## config.mk

```make
export PLATFORM = sky130hd
export DESIGN_NAME = i3_router_rr_wrarb
export DESIGN_NICKNAME = d
export VERILOG_FILES = /design/src/rtl/i3_router_rr_wrarb_pkg.sv /design/src/rtl/i3_router_rr_wrarb_rr_pick3.sv /design/src/rtl/i3_router_rr_wrarb.sv
export SDC_FILE = /design/constraint.sdc
export NUM_CORES = 1
export LEC_CHECK = 0
export BUFFER_PORTS_ARGS = -buffer_cell sky130_fd_sc_hd__buf_2
export CORE_MARGIN = 2
export CORE_UTILIZATION = 52
export CTS_CLUSTER_DIAMETER = 100
export CTS_CLUSTER_SIZE = 30
export DETAILED_ROUTE_END_ITERATION = 16
export GPL_ROUTABILITY_DRIVEN = 0
export PLACE_DENSITY_LB_ADDON = 0.08
export RECOVER_POWER = 50
export SETUP_SLACK_MARGIN = 0.2
export SYNTH_ARGS = -nofsm -noshare
export SYNTH_HDL_FRONTEND = slang
export SYNTH_SLANG_ARGS = --single-unit
export TNS_END_PERCENT = 30
```

## constraint.sdc

```tcl
create_clock -name clk -period 4.9 [get_ports clk]
set_input_delay 0.245 -clock clk [delete_from_list [all_inputs] [get_ports clk]]
set_output_delay 0.245 -clock clk [all_outputs]
set_load 0.01 [all_outputs]
```

## src/rtl/i3_router_rr_wrarb_pkg.sv

```systemverilog
// Shared definitions for the packet-locked round-robin FIFO write arbiter:
// mux select codes, flit class codes and the arbiter state enumeration.
package i3_router_rr_wrarb_pkg;

  localparam logic [1:0] SEL_NONE = 2'b00;
  localparam logic [1:0] SEL_P1   = 2'b01;
  localparam logic [1:0] SEL_P2   = 2'b10;
  localparam logic [1:0] SEL_P3   = 2'b11;

  localparam logic [2:0] HEAD_REGULAR  = 3'b000;
  localparam logic [2:0] HEAD_PRIORITY = 3'b001;

  typedef enum logic {
    ST_IDLE = 1'b0,
    ST_LOCK = 1'b1
  } wrarb_state_e;

  // Port select code to one-hot port vector, bit 0 = port1.
  function automatic logic [2:0] sel_onehot(input logic [1:0] sel);
    case (sel)
      SEL_P1:  return 3'b001;
      SEL_P2:  return 3'b010;
      SEL_P3:  return 3'b011 & 3'b100 | 3'b100;
      default: return 3'b000;
    endcase
  endfunction

endpackage

```

## src/rtl/i3_router_rr_wrarb_rr_pick3.sv

```systemverilog
// rr_pick3: combinational three-way round-robin picker. The winner is the first
// eligible port after rr_ptr in the cyclic order 1 -> 2 -> 3 -> 1.
module rr_pick3
  import i3_router_rr_wrarb_pkg::*;
(
  input  logic [2:0] elig,
  input  logic [1:0] rr_ptr,
  output logic [1:0] winner,
  output logic       valid
);

  // Search order rotates so the last-granted port is considered last.
  always_comb begin
    winner = SEL_NONE;
    valid  = |elig;
    case (rr_ptr)
      SEL_P1: begin
        if (elig[1])      winner = SEL_P2;
        else if (elig[2]) winner = SEL_P3;
        else if (elig[0]) winner = SEL_P1;
        else              winner = SEL_NONE;
      end
      SEL_P2: begin
        if (elig[2])      winner = SEL_P3;
        else if (elig[0]) winner = SEL_P1;
        else if (elig[1]) winner = SEL_P2;
        else              winner = SEL_NONE;
      end
      default: begin
        if (elig[0])      winner = SEL_P1;
        else if (elig[1]) winner = SEL_P2;
        else if (elig[2]) winner = SEL_P3;
        else              winner = SEL_NONE;
      end
    endcase
  end

endmodule

```

## src/rtl/i3_router_rr_wrarb.sv

```systemverilog
// Packet-locked round-robin write arbiter for one router FIFO shared by three
// input ports. Optional stall timeout/abort is enabled by WRARB_TIMEOUT_EN.
module i3_router_rr_wrarb
  import i3_router_rr_wrarb_pkg::*;
#(
  parameter logic [2:0] HEAD    = HEAD_REGULAR,
  parameter int         PKT_LEN = 4,
  parameter int         CNT_W   = 3
`ifdef WRARB_TIMEOUT_EN
  , parameter int       TIMEOUT = 16
`endif
) (
  input  logic       clk,
  input  logic       reset,
  input  logic       input_req1,
  input  logic       input_req2,
  input  logic       input_req3,
  input  logic [2:0] head1,
  input  logic [2:0] head2,
  input  logic [2:0] head3,
  input  logic       FIFO_full,
  output logic       input_bussy1,
  output logic       input_bussy2,
  output logic       input_bussy3,
  output logic       FIFO_wr,
  output logic [1:0] select
`ifdef WRARB_TIMEOUT_EN
  , output logic     pkt_abort
`endif
);

  wrarb_state_e     state_r, state_nx_s;
  logic [1:0]       lock_port_r, rr_ptr_r;
  logic [CNT_W-1:0] remain_r;

  logic [2:0] req_s, elig_s, lock_oh_s, win_oh_s, busy_s;
  logic [1:0] winner_s, sel_s;
  logic       valid_s, lock_req_s, wr_s;

`ifdef WRARB_TIMEOUT_EN
  localparam int ST_W = $clog2(TIMEOUT + 1);
  logic [ST_W-1:0] stall_r;
  logic            abort_s;
`endif

  assign req_s      = {input_req3, input_req2, input_req1};
  assign elig_s     = req_s & {head3 == HEAD, head2 == HEAD, head1 == HEAD};
  assign lock_oh_s  = sel_onehot(lock_port_r);
  assign win_oh_s   = sel_onehot(winner_s);
  assign lock_req_s = |(req_s & lock_oh_s);

  rr_pick3 u_pick (
    .elig   (elig_s),
    .rr_ptr (rr_ptr_r),
    .winner (winner_s),
    .valid  (valid_s)
  );

  // Zero-latency grant/mux outputs and next state; reset forces the idle outputs.
  always_comb begin
    wr_s       = 1'b0;
    sel_s      = SEL_NONE;
    busy_s     = 3'b111;
    state_nx_s = state_r;
`ifdef WRARB_TIMEOUT_EN
    abort_s    = 1'b0;
`endif
    if (!reset) begin
      state_nx_s = ST_IDLE;
    end else begin
      case (state_r)
        ST_IDLE: begin
          if (valid_s && !FIFO_full) begin
            sel_s      = winner_s;
            wr_s       = 1'b1;
            busy_s     = ~win_oh_s;
            state_nx_s = (PKT_LEN == 1) ? ST_IDLE : ST_LOCK;
          end else begin
            state_nx_s = ST_IDLE;
          end
        end
        ST_LOCK: begin
          sel_s  = lock_port_r;
          busy_s = ~lock_oh_s | ({3{FIFO_full}} & lock_oh_s);
          wr_s   = lock_req_s & !FIFO_full;
          if (wr_s && (remain_r == CNT_W'(1))) begin
            state_nx_s = ST_IDLE;
`ifdef WRARB_TIMEOUT_EN
          end else if (!lock_req_s && (stall_r == ST_W'(TIMEOUT - 1))) begin
            abort_s    = 1'b1;
            state_nx_s = ST_IDLE;
`endif
          end else begin
            state_nx_s = ST_LOCK;
          end
        end
        default: state_nx_s = ST_IDLE;
      endcase
    end
  end

  // Arbitration state: lock owner, flits remaining, last-granted pointer.
  always_ff @(posedge clk or negedge reset) begin
    if (!reset) begin
      state_r     <= ST_IDLE;
      lock_port_r <= SEL_NONE;
      remain_r    <= '0;
      rr_ptr_r    <= SEL_P3;
`ifdef WRARB_TIMEOUT_EN
      stall_r     <= '0;
`endif
    end else begin
      state_r <= state_nx_s;
      case (state_r)
        ST_IDLE: begin
          if (wr_s) begin
            if (PKT_LEN == 1) begin
              rr_ptr_r <= winner_s;
            end else begin
              lock_port_r <= winner_s;
              remain_r    <= CNT_W'(PKT_LEN - 1);
            end
`ifdef WRARB_TIMEOUT_EN
            stall_r <= '0;
`endif
          end
        end
        ST_LOCK: begin
          if (wr_s) begin
            remain_r <= remain_r - CNT_W'(1);
            if (remain_r == CNT_W'(1)) begin
              rr_ptr_r <= lock_port_r;
            end
`ifdef WRARB_TIMEOUT_EN
            stall_r <= '0;
          end else if (abort_s) begin
            rr_ptr_r <= lock_port_r;
            remain_r <= '0;
            stall_r  <= '0;
          end else if (!lock_req_s) begin
            stall_r <= stall_r + ST_W'(1);
`endif
          end
        end
        default: ;
      endcase
    end
  end

  assign FIFO_wr      = wr_s;
  assign select       = sel_s;
  assign input_bussy1 = busy_s[0];
  assign input_bussy2 = busy_s[1];
  assign input_bussy3 = busy_s[2];
`ifdef WRARB_TIMEOUT_EN
  assign pkt_abort    = abort_s;
`endif

endmodule

```

Yosys cells after proc, flatten, opt, wreduce, memory -nomap -nowiden
Cells that the tools add are included.
{"block": "totals", "register_bits": 8, "latchBits": 0, "ram_bits": 0, "rom_bits": 0, "inputBits": 15, "out_inout_bits": 6, "word_cells": 62, "mem_count": 0}
{"block": "classes", "n_addsub": 1, "mul": 0, "div": 0, "order_cmp": 0, "n_eq_ne": 11, "shift": 0, "muxes": 27, "n_bitwise": 8, "n_reduce_logical": 11}
{"operator": "two-way mux 2 bit", "n": 10}
{"operator": "case mux 3 bit (3 select lines)", "n": 2}
{"operator": "two-way mux 3 bit", "n": 4}
{"operator": "case mux 3 bit (2 select lines)", "n": 2}
{"operator": "== test 2 bit (second input constant)", "n": 5}
{"operator": "bitwise AND 3 bit", "n": 3}
{"operator": "logical NOT 3 bit", "n": 3}
{"operator": "case mux 2 bit (2 select lines)", "n": 2}
{"operator": "== test 2 x 1 -> 1 bit (second input constant)", "n": 3}
{"operator": "inverter 3 bit", "n": 2}
{"operator": "OR reduction 3 bit", "n": 2}
{"operator": "two-way mux 1 bit", "n": 5}
{"operator": "!= test 2 bit (second input constant)", "n": 2}
{"operator": "case mux 1 bit (2 select lines)", "n": 2}
{"operator": "AND reduction 2 bit", "n": 2}
{"operator": "== test 3 x 1 -> 1 bit (second input constant)", "n": 1}
{"operator": "bitwise OR 3 bit", "n": 1}
{"operator": "AND reduction 3 bit", "n": 1}
{"operator": "subtractor 3 x 1 -> 3 bit (second input constant)", "n": 1}
{"operator": "logical AND 1 bit", "n": 2}
{"operator": "bitwise AND 1 bit", "n": 1}
{"operator": "logical NOT 1 bit", "n": 1}
{"operator": "inverter 1 bit", "n": 1}

Longest topological paths before layout
Gate-level depths: netlist (run 1).
{"block": "depth", "word_depth": 12, "mapped_depth": 6, "mapped_depth_nobuf": 6}

Modules after synthesis
A second synthesis (run 1) with hierarchy kept.
{"block": "unflattened", "hier_cells": 69, "hier_area_um2": 620.6}
{"mod": "i3_router_rr_wrarb", "n_inst": 1, "cells_per_inst": 57, "area_each_um2": 531.8, "seq_area_each_um2": 202.7}
{"mod": "rr_pick3", "n_inst": 1, "cells_per_inst": 12, "area_each_um2": 88.8, "seq_area_each_um2": 0.0}

Worst setup path before layout (run 1)
OpenSTA, ideal clock, no wires.
{"block": "synth_path", "path_kind": "register -> output", "start": "register rr_ptr_r[0]", "end": "output port input_bussy2", "arrival_time_ns": 1.559, "required_ns": 4.655, "setup_slack_ns": 3.096, "path_stages_with_launch": 7, "n_path_buf": 0, "path_cell_list": "dfstp_2 > inv_1 > ha_1 > nor2_1 > a21boi_1 > a21oi_1 > o31a_1"}
{"block": "synth_via", "elab_chain_cells": 8, "elab_cells_between_ends": 11, "cone_classes": "eq/ne: 5; mux: 5; bitwise: 1"}
{"element": "start: declaration", "line_no": "i3_router_rr_wrarb.sv:33", "text": "logic [1:0] lock_port_r, rr_ptr_r;"}
{"element": "start signal: assignment", "line_no": "i3_router_rr_wrarb.sv:118", "text": "rr_ptr_r <= winner_s;"}
{"element": "start signal: assignment", "line_no": "i3_router_rr_wrarb.sv:132", "text": "rr_ptr_r <= lock_port_r;"}
{"element": "== test 2 bit / == test 2 x 1 -> 1 bit (equally long branches)", "line_no": "i3_router_rr_wrarb_rr_pick3.sv:16", "text": "case (rr_ptr)"}
{"element": "case mux 2 bit (2 select lines) (*)", "line_no": "i3_router_rr_wrarb_rr_pick3.sv:16"}
{"element": "== test 2 bit / == test 2 x 1 -> 1 bit (equally long branches)", "line_no": "i3_router_rr_wrarb_pkg.sv:20", "text": "case (sel)"}
{"element": "case mux 3 bit (3 select lines) (*)", "line_no": "i3_router_rr_wrarb_pkg.sv:20"}
{"element": "inverter 3 bit (*)", "line_no": "i3_router_rr_wrarb.sv:76", "text": "busy_s = ~win_oh_s;"}
{"element": "two-way mux 3 bit (*)", "line_no": "i3_router_rr_wrarb.sv:73", "text": "if (valid_s && !FIFO_full) begin"}
{"element": "case mux 3 bit (2 select lines) (*)", "line_no": "i3_router_rr_wrarb.sv:71", "text": "case (state_r)"}
{"element": "two-way mux 3 bit (*)", "line_no": "i3_router_rr_wrarb.sv:68", "text": "if (!reset) begin"}
{"element": "end: declaration", "line_no": "i3_router_rr_wrarb.sv:23", "text": "output logic input_bussy2,"}
Every way passes the cells marked *; elsewhere a longest branch is shown, timed or not.

Final worst setup path (run 1)
{"block": "layout_path", "start": "input port reset", "end": "output port FIFO_wr"}
{"block": "layout_via", "elab_chain_cells": 1}
{"element": "start: declaration", "line_no": "i3_router_rr_wrarb.sv:14", "text": "input logic reset,"}
{"element": "two-way mux 1 bit", "line_no": "i3_router_rr_wrarb.sv:68"}
{"element": "end: declaration", "line_no": "i3_router_rr_wrarb.sv:25", "text": "output logic FIFO_wr,"}
No other way between the ends.

==> results.md, run 1 <==
* Run status: completed
* Sequential fraction of the synthesis area at 29.9%
* Most frequent cells after synthesis: dfrtp_1 (6), inv_1 (5), nand2_1 (5), o21ai_0 (5), ha_1 (4)
* Fmax at 388 MHz
* Worst Hold Class: input pin to flip-flop
* Final hold vios at 0
* Clock latency on the worst-skew pair at about 0.24 ns
* Global-route track usage on met1 at 26.4%
* Power Total at 0.213 mW
* IO Pins at 21
* Unrepaired setup endpoints after global routing: false
* Initial antenna violation count at 0
* Post-layout min period at between 2 and 3 ns
* Antenna cells at 0
* Worst Setup Start Kind: input pin
* First-pass GRT wire length at 2.19 mm
* Syn_area_per_cell at between 9 and 10 um^2
* Max Slew Vio Count at 0
* WP data required at 4.66 ns
* Worst-margin pin slew at 0.564 ns
* Die width at around 40 um
* #FFs+latches synth at 8
* Area delta synth->final at 20.9%
* Ys async rst share at 100%
* Fraction of layout cells with a size suffix above 1 at 32.0%
* Starting Density at between 50% and 60%
* Post-synth EDFFs at 0
* CORE AREA at 0.00125 mm^2
* Fin util at between 60% and 70%
* Synth warnings at 0
* Worst stage delay on the critical path at 0.53 ns
* Placed instance count at 107
* Worst-path maximum fanout at 13
* Port Buffers at 20
* CTS resizes at 0
* Met3 Use GR at 1.67%
* Row count at 13
* Detailed Route Iter0 Violations at 15
* HPWL after detailed placement at 1.23 mm
* Critical Path End Type: output port
* Drt wl/cell at roughly 13 um
* Classification of the worst setup path: input pin to output port
* Overflow after GRT at 0
* Clk pin slew, worst setup/hold paths at ~0.05 ns
* Most common cell in the synthesized netlist: dfrtp_1
* Total Wirelength at 1.50 mm
* Share of the synthesized area in the top cell type at 22.2%
* Top post-synthesis cells by area: dfrtp_1 (22%), dfstp_2 (7.8%), ha_1 (7.4%), mux2_2 (5.0%), o21ai_0 (3.7%)
* Post-synth cell types at 37
* Crit-path cells: dlygate4sd3_1 > clkbuf_1 > nor2b_1 > o41ai_1 > a21oi_1 > buf_2
* Biggest area consumer among synthesized cells: dfrtp_1
* Worst Path Arrival at 2.33 ns
* Normalized max-slew margin at roughly three fifths
* Clk sink count at 8
* Clock skew at around 0.0013 ns
* WHS at between 0.3 and 0.4 ns
* Mapped Cells at 74
* Period utilization at 52.6%
* GRT Max-Usage Layer: met2
* Max Buffers Root-to-Sink at 2
* Initial DRT Pass Iterations at 4
* Clk root buf: clkbuf_4
* Fin nets at 117
* Power per cell area at 261 mW/mm^2
* Tot GR Track Use at 20.1%
* H-tree lvl count at 1
* Post-Layout Cell Count at 112
* CTS tree: built
* Top FF cell, synth: dfrtp_1
* Largest net degree at the start of global routing at 15
* Met2 usage at approximately a third
* Mapped cell area at 677 um^2
* Post-route antenna net violation count at 0
* Critical path's slowest cell: nor2b_1
* Setup-failing EPs final at 0
* Max-cap check violation count at 0
* Die ar. at 0.00161 mm^2
* LEAKAGE at 0.352 nW
* Total CTS buffers at 3
* VDD IR max at 0.202 mV
* Total vias in the final route at 676
* Post-synth net total at 93
* Die Ht at about 40 um
* Number of global-route vias before repair at 567
* DRC at 0
* DR vias/cell at roughly 6.0
* Filler instances at 112
* Setup_tns at 0 ns
==> final cells by class <==
cell class | instances | area, um^2 | area share (%)
multi-input combinational | 59 | 443 | 54.1
sequential | 8 | 203 | 24.8
timing repair buffer | 21 | 109 | 13.3
clock buffer | 4 | 26.3 | 3.21
inverter | 5 | 18.8 | 2.29
tap | 15 | 18.8 | 2.29
==> cell usage in the layout, fill, tap and decap left out, types with 2 or more instances in the layout <==
cell type  instances
inv_1              5
ha_1               4
a21oi_1            3
clkbuf_4           3
o31a_1             2
buf_2             19
a21o_1             3
dfrtp_1            6
nand3_1            3
o21ai_0            5
dfstp_2            2
nor2b_1            2
nor2_1             2
nand4_1            2
clkbuf_1           2
nand2_1            5
o41ai_1            2
mux2_2             3
a22oi_1            3
nor4b_1            2
==> through the flow <==
stage,cell area [um^2],setup WS [ns]
floorplan,677,3.10
global placement,788,2.95
detailed placement,788,2.90
CTS,825,2.56
global route,818,2.07
finish,818,2.32
==> worst max-delay path, delay by kind of cell <==
family,cells,cell delay (ns)
buf+inv,3,1.12
simple gates,1,0.53
compound gates,2,0.44
==> routing by layer <==
layer,part of all wire [%],vias up
li1,-,336
met1,46,313
met2,47,25
met3,6.4,2
met4,0.80,0
met5,0,-
==> worst paths after layout <==
kind,to,cells after the start,slack [ns],start
worst max-delay path,FIFO_wr,6,2.32,reset
worst min-delay path,state_r$_DFF_PN0_,4,0.35,FIFO_full
worst max register to register,rr_ptr_r[1]$_DFFE_PN1P_,4,3.11,lock_port_r[1]$_DFFE_PN0P_
worst min register to register,remain_r[1]$_DFFE_PN0P_,1,0.51,remain_r[1]$_DFFE_PN0P_
max in group asynchronous,rr_ptr_r[1]$_DFFE_PN1P_,2,4.03,reset
min in group asynchronous,remain_r[2]$_DFFE_PN0P_,2,0.50,reset
==> power by group <==
| group | switching [mW] | leakage (nW) | internal (mW) |
|---|---|---|---|
| registers | 0.0185 | 0.0900 | 0.0796 |
| logic | 0.0350 | 0.247 | 0.0309 |
| clock network | 0.0185 | 0.0150 | 0.0309 |
| total | 0.0720 | 0.352 | 0.141 |
==> sequential cells by signal, indices dropped and copies added (netlist names) <==
register / cells
remain_r: 3
lock_port_r: 2
rr_ptr_r: 2
state_r: 1
==> cells by family after synthesis <==
group,count (synthesis),share of synthesized area [%]
AOI/OAI and AO/OA,26,27.7
and+or+nand+nor,25,24.6
DFF,8,29.9
buffers and inverters,7,3.88
muxes,4,6.47
adders and majority gates,4,7.39
==> repair_timing <==
action	4_1_cts	5_1_grt
endpoints found under the hold margin	6	0
hold buffers	1	0
buffers inserted	0	0
Note: power is estimated with default switching activity, not from simulation.
==> inputs of run 2 (changes only) <==
- CORE_UTILIZATION: 52 -> 49
- clock period: 4.9 -> 2.7 ns (I/O delays scaled with it)
==> run 2 against run 1 <==
Net effect: first-iteration DRC count down 47%; global-route usage up 0.85 points; final area up 0.92%; non-clock buffer count up 1; critical path type is now flip-flop to output port; largest cell class unchanged; largest power group unchanged; highest routed layer is now met3.
==> results.md, run 2 (synthesized netlist as in run 1, its figures left out) <==
* Run status: completed
* Worst path buffer plus inverter count at 2 (-1)
* Top Family by Delay on Critical Path: compound AO/OA/AOI/OAI gates
* Clk pin slew, worst setup/hold paths at 0.06 ns (about the same)
* Placed instance count at 108 (+0.93%)
* Setup Fix Bufs, Post-CTS at 0 (unchanged)
* Antenna cells at 0 (unchanged)
* Setup-failing EPs final at 0 (unchanged)
* R2R Setup Slk at 0.86 ns (-2.25 ns)
* Commonest non-fill, non-tap cell in the layout: buf_2
* Initial antenna violation count at 0 (unchanged)
* Area delta synth->final at 22.0%
* WHS Endpoint: state_r$_DFF_PN0_
* CORE AREA at 0.00130 mm^2 (+3.9%)
* Clk root buf: clkbuf_4
* WP data required at 2.57 ns (-2.09 ns)
* Sequential cell area at 203 um^2 (unchanged)
* DR vias/cell at 6.08 (+0.73%)
* Fmax at 473 MHz
* Drt wl/cell at 14.1 um (+5.4%)
* Post-route antenna net violation count at 0 (unchanged)
* Number of flip-flops in the largest register at 3 (unchanged)
* IO Pins at 21 (unchanged)
* Critical path's slowest cell: dfstp_2
* Number of global-route vias before repair at 520 (-8.3%)
* Critical R2R Launch: lock_port_r[1]$_DFFE_PN0P_
* Max-cap check violation count at 0 (unchanged)
* Overflow after GRT at 0 (unchanged)
* Critical path origin: rr_ptr_r[0]$_DFFE_PN1P_
* Place WS at 0.846 ns (-2.06 ns)
* Clock latency on the worst-skew pair at 0.25 ns (about the same)
* Port Buffers at 20 (unchanged)
* Worst stage delay on the critical path at 0.53 ns (about the same)
* Period utilization at about four fifths
* Fin util at 63.5% (-1.9 points)
* Total Wirelength at 1.59 mm (+6.3%)
* Crit-path cells: inv_1 > ha_1 > nor2_1 > a21boi_1 > a21oi_1 > o31a_1 > buf_2
* Critical Path End Type: output port
* LEAKAGE at 0.357 nW (+1.5%)
* Fin nets at 118 (+0.85%)
* Post-layout min period at approximately 2.1 ns
* Detailed Route Iter0 Violations at 8 (-7)
* VDD IR max at 0.281 mV (+39%)
* Setup_tns at 0 ns (unchanged)
* Initial DRT Pass Iterations at 4 (unchanged)
* Classification of the worst setup path: flip-flop to output port
* Final hold vios at 0 (unchanged)
* Worst Setup Start Kind: flip-flop
* Row count at 13 (unchanged)
* CTS tree: built
* GRT Max-Usage Layer: met2
* Most frequent cells in the layout: buf_2 (19), dfrtp_1 (6), inv_1 (5), nand2_1 (5), o21ai_0 (5)
* Unrepaired setup endpoints after global routing: false
* Starting Density at 52.0% (-2.0 points)
* Worst Hold Class: input pin to flip-flop
* H-tree lvl count at 1 (unchanged)
* Clock skew at 0.0107 ns (+0.00936 ns)
* Area of the multi-input gates at 443 um^2 (unchanged)
* Worst-path maximum fanout at 3 (-10)
* Normalized max-slew margin at 60.6% (-1.4 points)
* Worst Path Arrival at 1.98 ns (-0.35 ns)
* Max Buffers Root-to-Sink at 2 (unchanged)
* Post-route setup slack at 0.587 ns (-1.74 ns)
* Die width at 41.2 um (+2.7%)
* Global-route track usage on met1 at 29.7% (+3.3 points)
* First-pass GRT wire length at 2.26 mm (+3.5%)
* Largest net degree at the start of global routing at 15 (unchanged)
* Clk sink count at 8 (unchanged)
* Met3 Use GR at 3.26% (+1.6 points)
* Critical R2R Capture: rr_ptr_r[0]$_DFFE_PN1P_
* Die Ht at 41.2 um (+2.7%)
* Reg with most FFs: remain_r
* Total CTS buffers at 3 (unchanged)
* Hold depth at 4 (unchanged)
* Biggest regs: remain_r x3, lock_port_r x2, rr_ptr_r x2
* DRC at 0 (unchanged)
* Die ar. at 0.00169 mm^2 (+5.5%)
* Filler instances at 126 (+13%)
* Fraction of layout cells with a size suffix above 1 at 32.7% (+0.69 points)
* CTS Hold Bufs at 1 (unchanged)
* Tot GR Track Use at 20.9% (+0.85 points)
* HP Start: FIFO_full
* HPWL after detailed placement at 1.24 mm (+0.37%)
* Total vias in the final route at 687 (+1.6%)
* Power per cell area at 477 mW/mm^2 (+83%)
* Met2 usage at 30.9% (-3.4 points)
* Register-to-Register Path Depth at 4 (unchanged)
* Max Slew Vio Count at 0 (unchanged)
* CTS resizes at 0 (unchanged)
* Worst-margin pin slew at 0.584 ns (+0.0204 ns)
* Post-Layout Cell Count at 113 (+0.89%)
## run 2: changes by cell type in the layout (fill, tap and decap cells not counted), sizes merged
cell / change
buf: +1
## run 2: worst max-delay path by stage
stage	endpoint	slack, ns	depth (start not counted)
global placement	input_bussy2	0.88	7
finish	input_bussy2	0.59	7
floorplan	input_bussy2	1.01	6
detailed placement	input_bussy2	0.85	7
CTS	input_bussy2	0.57	7
global route	FIFO_wr	0.33	7
## run 2: power breakdown
group / switching (mW) / internal, mW
logic: 0.0638 / 0.0569
registers: 0.0344 / 0.144
clock network: 0.0380 / 0.0563
## run 2: area by class of cell
class	instances	area share, %
well taps	15	2.27
inverters	5	2.27
flip-flops and latches	8	24.5
repair buffers	22	14.1
multi-input cells	59	53.6
clock buffers	4	3.18
## run 2: worst reg2reg max path: stages, from the launching register on
cell	delay (ns)
dfrtp_1	0.46
and2b_1	0.29
a22oi_1	0.15
nor4_1	0.46
mux2_2	0.39
## run 2: per-layer routing
| layer | vias to the layer above | share of wire (%) |
|---|---|---|
| met5 | - | 0 |
| met4 | 0 | 0 |
| met3 | 0 | 5.6 |
| met2 | 18 | 47 |
| met1 | 327 | 47 |
| li1 | 342 | - |
## run 2: through the flow
stage	area, um^2	total power, mW	hold WS (ns)
after CTS	832	0.402	0.215
after global placement	796	0.298	0.00742
after floorplan	677	0.257	-0.161
after global routing	826	0.424	0.247
after detailed placement	796	0.302	0.00844
final	826	0.394	0.228
